**src/rtl/fetch_seq_ctrl_if.sv**
```systemverilog
// Fetch-sequencer handshake bundle: hazard/branch inputs, IM handshake and
// the PC / F-D register controls. master = sequencer, slave = surrounding datapath.
interface fetch_seq_ctrl_if;
  logic        stall_d;
  logic        br_taken;
  logic [31:0] br_target;
  logic        im_ack;
  logic        im_req;
  logic        pc_en;
  logic [1:0]  pc_src;
  logic [31:0] npc;
  logic        fd_en;
  logic        fd_clr;
  logic        busy;
  logic        err;

  modport master (
    input  stall_d, br_taken, br_target, im_ack,
    output im_req, pc_en, pc_src, npc, fd_en, fd_clr, busy, err
  );

  modport slave (
    output stall_d, br_taken, br_target, im_ack,
    input  im_req, pc_en, pc_src, npc, fd_en, fd_clr, busy, err
  );
endinterface

```
**src/rtl/fetch_seq_ctrl.sv**
```systemverilog
// Fetch-stage sequencer for a variable-latency instruction memory: drives PC
// load/select, gates and bubbles F/D, and parks redirects that land mid-fetch.
module fetch_seq_ctrl #(
  parameter int MAX_WAIT = 16,
  parameter int CNT_W    = 5
) (
  input logic              clk,
  input logic              reset,
  fetch_seq_ctrl_if.master bus
);

  typedef enum logic [1:0] {
    IDLE  = 2'd0,
    FETCH = 2'd1,
    HOLD  = 2'd2,
    ERR   = 2'd3
  } state_t;

  localparam logic [CNT_W-1:0] LAST_WAIT = CNT_W'(MAX_WAIT - 1);
  localparam logic [1:0]       SRC_SEQ   = 2'b00;
  localparam logic [1:0]       SRC_NPC   = 2'b01;

  state_t           state, state_nxt;
  logic             redir_v;
  logic [31:0]      redir_q;
  logic [CNT_W-1:0] wait_cnt;

  logic        im_req, pc_en, fd_en, fd_clr, busy, err;
  logic [1:0]  pc_src;
  logic [31:0] npc;
  logic        capture;

  // NOTE: sequential state uses non-blocking assignments so every register
  // samples pre-edge values regardless of process ordering.
  always_ff @(posedge clk or negedge reset) begin
    if (!reset) state <= IDLE;
    else        state <= state_nxt;
  end

  always_comb begin
    state_nxt = state;
    unique case (state)
      IDLE:  state_nxt = FETCH;
      FETCH: begin
        if (bus.im_ack && bus.stall_d)          state_nxt = HOLD;
        else if (!bus.im_ack && wait_cnt == LAST_WAIT) state_nxt = ERR;
      end
      HOLD:  if (!bus.stall_d) state_nxt = FETCH;
      ERR:   state_nxt = ERR;
      default: state_nxt = IDLE;
    endcase
  end

  // NOTE: every output gets a default before the case so no latch is inferred.
  always_comb begin
    im_req = 1'b0;
    pc_en  = 1'b0;
    fd_en  = 1'b0;
    fd_clr = 1'b0;
    busy   = 1'b0;
    err    = 1'b0;
    pc_src = SRC_SEQ;
    npc    = '0;
    unique case (state)
      FETCH: begin
        im_req = 1'b1;
        if (bus.im_ack) begin
          if (!bus.stall_d) begin
            pc_en = 1'b1;
            fd_en = 1'b1;
          end
        end else begin
          busy = 1'b1;
          // Latency bubble: D keeps moving but sees a NOP.
          if (!bus.stall_d) begin
            fd_en  = 1'b1;
            fd_clr = 1'b1;
          end
        end
      end
      HOLD: begin
        if (!bus.stall_d) begin
          pc_en = 1'b1;
          fd_en = 1'b1;
        end
      end
      ERR:     err = 1'b1;
      default: ;
    endcase
    // A live branch outranks a parked one: it is the newer redirect.
    if (pc_en) begin
      if (bus.br_taken) begin
        pc_src = SRC_NPC;
        npc    = bus.br_target;
      end else if (redir_v) begin
        pc_src = SRC_NPC;
        npc    = redir_q;
      end
    end
  end

  // Branch resolved while the IM is still busy: park it until the PC can load.
  assign capture = (state == FETCH) && !bus.im_ack && !bus.stall_d && bus.br_taken;

  always_ff @(posedge clk or negedge reset) begin
    if (!reset) begin
      redir_v  <= 1'b0;
      redir_q  <= '0;
      wait_cnt <= '0;
    end else begin
      if (pc_en) begin
        redir_v <= 1'b0;
      end else if (capture) begin
        redir_v <= 1'b1;
        redir_q <= bus.br_target;
      end
      if (state == FETCH)
        wait_cnt <= bus.im_ack ? '0 : wait_cnt + CNT_W'(1);
    end
  end

  assign bus.im_req = im_req;
  assign bus.pc_en  = pc_en;
  assign bus.pc_src = pc_src;
  assign bus.npc    = npc;
  assign bus.fd_en  = fd_en;
  assign bus.fd_clr = fd_clr;
  assign bus.busy   = busy;
  assign bus.err    = err;

endmodule

```
**src/flat_wrapper.sv**
```systemverilog
// flat-port wrapper written by rule: the top's interface ports become plain ports
module fetch_seq_ctrl_flat 
#(
  parameter int MAX_WAIT = 16,
  parameter int CNT_W    = 5
)
  (clk, reset, bus_stall_d, bus_br_taken, bus_br_target, bus_im_ack, bus_im_req, bus_pc_en, bus_pc_src, bus_npc, bus_fd_en, bus_fd_clr, bus_busy, bus_err);
  fetch_seq_ctrl_if bus_i ();
  input logic clk;
  input logic reset;
  input wire logic [$bits(bus_i.stall_d)-1:0] bus_stall_d;
  input wire logic [$bits(bus_i.br_taken)-1:0] bus_br_taken;
  input wire logic [$bits(bus_i.br_target)-1:0] bus_br_target;
  input wire logic [$bits(bus_i.im_ack)-1:0] bus_im_ack;
  output wire logic [$bits(bus_i.im_req)-1:0] bus_im_req;
  output wire logic [$bits(bus_i.pc_en)-1:0] bus_pc_en;
  output wire logic [$bits(bus_i.pc_src)-1:0] bus_pc_src;
  output wire logic [$bits(bus_i.npc)-1:0] bus_npc;
  output wire logic [$bits(bus_i.fd_en)-1:0] bus_fd_en;
  output wire logic [$bits(bus_i.fd_clr)-1:0] bus_fd_clr;
  output wire logic [$bits(bus_i.busy)-1:0] bus_busy;
  output wire logic [$bits(bus_i.err)-1:0] bus_err;
  assign bus_i.stall_d = bus_stall_d;
  assign bus_i.br_taken = bus_br_taken;
  assign bus_i.br_target = bus_br_target;
  assign bus_i.im_ack = bus_im_ack;
  assign bus_im_req = bus_i.im_req;
  assign bus_pc_en = bus_i.pc_en;
  assign bus_pc_src = bus_i.pc_src;
  assign bus_npc = bus_i.npc;
  assign bus_fd_en = bus_i.fd_en;
  assign bus_fd_clr = bus_i.fd_clr;
  assign bus_busy = bus_i.busy;
  assign bus_err = bus_i.err;
  fetch_seq_ctrl #(.MAX_WAIT(MAX_WAIT), .CNT_W(CNT_W)) u_core (.clk(clk), .reset(reset), .bus(bus_i));
endmodule
```
**config.mk**
```make
export PLATFORM = sky130hd
export DESIGN_NAME = fetch_seq_ctrl_flat
export DESIGN_NICKNAME = d
export VERILOG_FILES = /design/src/rtl/fetch_seq_ctrl_if.sv /design/src/rtl/fetch_seq_ctrl.sv /design/src/flat_wrapper.sv
export SDC_FILE = /design/constraint.sdc
export NUM_CORES = 1
export LEC_CHECK = 0
export CAP_MARGIN = 20
export CORE_MARGIN = 5
export CORE_UTILIZATION = 50
export CTS_CLUSTER_DIAMETER = 150
export DETAILED_ROUTE_END_ITERATION = 6
export DONT_BUFFER_PORTS = 1
export PLACE_DENSITY = 0.7
export SLEW_MARGIN = 20
export SYNTH_ARGS = -nofsm -noshare
export SYNTH_HDL_FRONTEND = slang
export SYNTH_SLANG_ARGS = --single-unit
```
**constraint.sdc**
```tcl
create_clock -name clk -period 2.9 [get_ports clk]
set_input_delay 0.435 -clock clk [delete_from_list [all_inputs] [get_ports clk]]
set_output_delay 0.435 -clock clk [all_outputs]
set_load 0.1 [all_outputs]
```
-- Word-level counts from Yosys, hierarchy flattened
Index checks and enable logic that the tools add are counted.
- bits of input ports: 37
- register bits after elaboration: 40
- mux-type cells: 23
- equal/unequal tests: 6
- reduce and logical (&&, ||, !) cells: 12
- $add $sub $neg: 1
- bitwise logic cells: 1
- operator list (kind ; count):
    2-to-1 mux 32 bit ; 3
    2-to-1 mux 1 bit ; 12
    2-to-1 mux 2 bit ; 5
    case mux 2 bit (4 select lines) ; 1
    adder 5 x 1 -> 5 bit, second input constant ; 1
    == test 5 x 4 -> 1 bit, second input constant ; 1
    logical AND 1 bit ; 5
    2-to-1 mux 5 bit ; 1
    == test 2 bit, second input constant ; 2
    AND reduction 2 bit ; 2
    inequality test 3 x 1 -> 1 bit, second input constant ; 1
    == test 2 x 1 -> 1 bit, second input constant ; 1
    logical NOT 1 bit ; 2
    logical NOT 2 bit ; 1
    inequality test 2 bit, second input constant ; 1
    case mux 1 bit (2 select lines) ; 1
    nonzero test 2 bit ; 1
    OR reduction 2 bit ; 1
    NOT 1 bit ; 1

-- Depth between registers and ports, before layout
- depth after elaboration: 6
- depth in mapped cells: 7
- depth with buffers taken out: 6

-- Least setup slack after synthesis
OpenSTA, ideal clock, no wires.
- path type: flip-flop to output port
- start point: reg u_core.state[0]
- end point: out bus_npc[30]
- required time: 2.465 ns
- path buffers: 0
- setup slack: -1.594 ns
- arrival: 4.059 ns
- stages on the path, launching flop included: 6
- cells stage by stage: dfrtp_1 -> inv_1 -> ha_1 -> nor2_1 -> nand2_1 -> a21oi_1
- cells in the longest elaborated chain, start to end: 3
- ends and longest elaborated chain (item ; line ; source):
    from (decl) ; fetch_seq_ctrl.sv:23 ; state_t state, state_nxt;
    from (signal assigned) ; fetch_seq_ctrl.sv:37 ; else state <= state_nxt;
    == test 2 bit or == test 2 x 1 -> 1 bit (tied branches) ; fetch_seq_ctrl.sv:64 ; unique case (state)
    case mux 1 bit (2 select lines) * ; fetch_seq_ctrl.sv:64 ;
    2-to-1 mux 32 bit * ; fetch_seq_ctrl.sv:91 ; if (pc_en) begin
    to (decl) ; flat_wrapper.sv:18 ; output wire logic [$bits(bus_i.npc)-1:0] bus_npc;
Mark *: on every way between the ends. The rest lies on a longest branch, timed or not.

-- Worst setup path after layout
- start point: reg u_core.state[0]
- end point: out bus_npc[10]
Same word-level chain as after synthesis.

==> results.cfg <==
[timing]
clock_skew_ns = 0.00397
holdWs_ns = 0.285
clock.fmax_mhz = 385
period_share_pct = 89.5
finalSetupViolCount = 0
fin_crit_ns = 2.59
final_max_slew_viol_count = 0
setup_tns_ns = 0
rsz0062_at_grt = no
hold_viol_final = 0

[worst_setup_path]
crit_arrival_ns = 2.16
rr_startpoint = u_core.state[1]
worst_path_most_repeated_cell = nor2_4
critPathCaptureType = output port
rrSetupSlack_ns = 0.76
cpMaxStageDelayCell = dfrtp_1
rr_worst_depth = 8
cp.required_ns = 2.47
cp_cell_sequence = inv_1 -> ha_1 -> nor2_4 -> nand2_4 -> buf_4 -> nor2_4 -> buf_12
worstSetupPathType = reg2out
critPathMaxStageDelay_ns = 0.44
worstPathMaxFanout = 12
crit_path_start_kind = flop
r2r_end = u_core.redir_q[26]

[global_route]
grt_pass1_wl_um = 10100
grt_pass1_vias = 1985
grt_max_degree = 41
grt_overflow = 0
antenna_found_initial = 0
grtUsageTotal_pct = 20.9

[place]
portBuffers = 0
post_dp_cell_area_um2 = 3270
gp_congestion = 0.816
dp_hpwl_um = 4450

[synthesis]
syn_inst = 202
synth_top_family_by_area = multiplexers
dominantRegCellSynth = dfrtp_1
synthArstFlopShare_pct = 100
synth_edf_count = 0
yosysWarnings = 0
synth_compound_area_share_pct = 16.6
yosys.area_share.adder_pct = 2.77
synth_xor_area_share_pct = 0
synth_seq_cells = 40
syn_area_um2 = 2260
synth-simple-area-share_pct = 9.40
syn-num-nets = 244
synthMuxAreaShare_pct = 21.2
yosysSeqAreaShare_pct = 44.2
syn_avg_cell_area_um2 = 11.2
ys_types = 33

[route]
routed_via_density = 6.08
wl_per_cell_um = 21.1
first_iter_violations = 117
drt-total-wl_um = 6160
top_layer = met4
drtPass1Iterations = 4
drc = 0
vias = 1775
met3_length_um = 469
ant_nets = 0
met2_length_um = 3320
wl_met1_um = 2290

[power_and_ir_drop]
power.internal_mw = 1.62
peakVddDrop_uv = 443
power_switching_mw = 1.01
clockPowerShare_pct = 18.4
share_comb_of_total_power_pct = 43.6
power_mw = 2.62
p_seq_share_pct = 38.0
power.density_nw_per_um2 = 767
p_leak_nw = 1.48
swShare_pct = 38.4

[die]
row_count = 24
core-area_um2 = 4380
start_util_pct = 51.6
die_w_um = 77.3
chipHeight_um = 77.3
pin_count = 77
dieArea_um2 = 5970

[worst_hold_path]
worst_hold_path_type = in2reg
holdPathStages = 1
hold_start = bus_br_target[24]
hold_end = u_core.redir_q[24]

[final_layout]
post-route-util_pct = 78.0
area_growth_pct = 51.2
mostFrequentLayoutCell = dfrtp_1
most-common-layout-cells = 40 x dfrtp_1, 36 x buf_12, 31 x a22oi_1
nets = 281
antenna_cells = 0
final_area_um2 = 3420
drive_gt1_share_pct = 54.2

[clock_tree]
clock_sinks = 40
clockBufferDepth = 2
clock_latency_ns = 0.29
clock-root-buffer = clkbuf_8
cts_made_buffers = 5
cts_tree = built
h-tree-depth = 2
ctsHoldBuffers = 2
ctsResizeCount = 0
post_cts.repair.setup_buffers = 0
clk_pin_slew_worst_paths_ns = 0.08

[outcome]
status = finished, final reports clean

[job]
maxCapViolations = 0
==> Yosys cell counts, drive strengths merged, types with 2 or more instances <==
cell type | count | area share (%)
o21ai | 5 | 1.1
a211o | 2 | 0.77
ha | 5 | 2.8
mux2 | 32 | 21
clkbuf | 11 | 1.8
nor2 | 37 | 6.1
dfrtp | 40 | 44
buf | 6 | 2.5
o2111ai | 2 | 1.5
a21oi | 2 | 0.44
nand2b | 2 | 0.88
nand3b | 2 | 0.66
inv | 8 | 1.3
nand2 | 4 | 0.66
a22oi | 31 | 10
and3 | 2 | 0.55
==> layer usage <==
| metal | up-vias | track usage (%) |
|---|---|---|
| met5 | - | 0 |
| met4 | 0 | 5.50 |
| met3 | 12 | 7.85 |
| met2 | 67 | 36.7 |
| met1 | 907 | 23.7 |
| li1 | 789 | - |
==> cells by family (layout without fill, tap and decap cells) <==
logic type,Yosys count,count (layout)
flops,40,40
buf+inv,25,63
other cells,1,1
mux,33,33
compound gates,49,49
simple gates,49,49
fa+ha+maj,5,5
==> per-stage QoR <==
stage                     setup WS (ns)  std cells
after floorplan                  0.0248        202
after global placement            0.758        282
after detailed placement          0.642        282
after CTS                         0.323        292
after global routing              0.229        292
final                             0.306        292
==> worst max path at each step <==
stage	endpoint	slack (ns)	from	cells after the start
floorplan	bus_npc[0]	0.02	u_core.state[0]	5
global placement	bus_npc[10]	0.76	u_core.state[0]	7
detailed placement	bus_npc[10]	0.64	u_core.state[0]	7
CTS	bus_npc[10]	0.32	u_core.state[0]	7
global route	bus_npc[10]	0.23	u_core.state[0]	7
finish	bus_npc[10]	0.31	u_core.state[0]	7
==> sequential cells by signal (all words and copies together) (netlist names) <==
signal,cells
u_core.redir_q,32
u_core.state,2
u_core.redir_v,1
u_core.wait_cnt,5
==> critical path, delay by kind of cell (launching register included) <==
| kind | cells | cell delay [ns] |
|---|---|---|
| buffers and inverters | 3 | 0.55 |
| and+or+nand+nor | 3 | 0.51 |
| DFF | 1 | 0.44 |
| adders and majority gates | 1 | 0.37 |
==> area by class of cell <==
class	count	area [µm²]
Tap cell	52	65.1
Fill cell	253	965
Clock inverter	2	38.8
Inverter	8	33.8
Clock buffer	6	82.6
Multi-Input combinational cell	137	1390
Sequential cell	40	1000
Timing Repair Buffer	47	806
==> power groups by stage <==
stage               registers [mW]  logic, mW  clock network [mW]
finish                       0.997       1.14               0.483
global route                  1.02       1.21               0.511
CTS                          0.991       1.15               0.489
detailed placement           0.992       1.13                   0
global placement             0.968       1.08                   0
floorplan                    0.939      0.953                   0
Note: power is estimated with default switching activity, not from simulation.
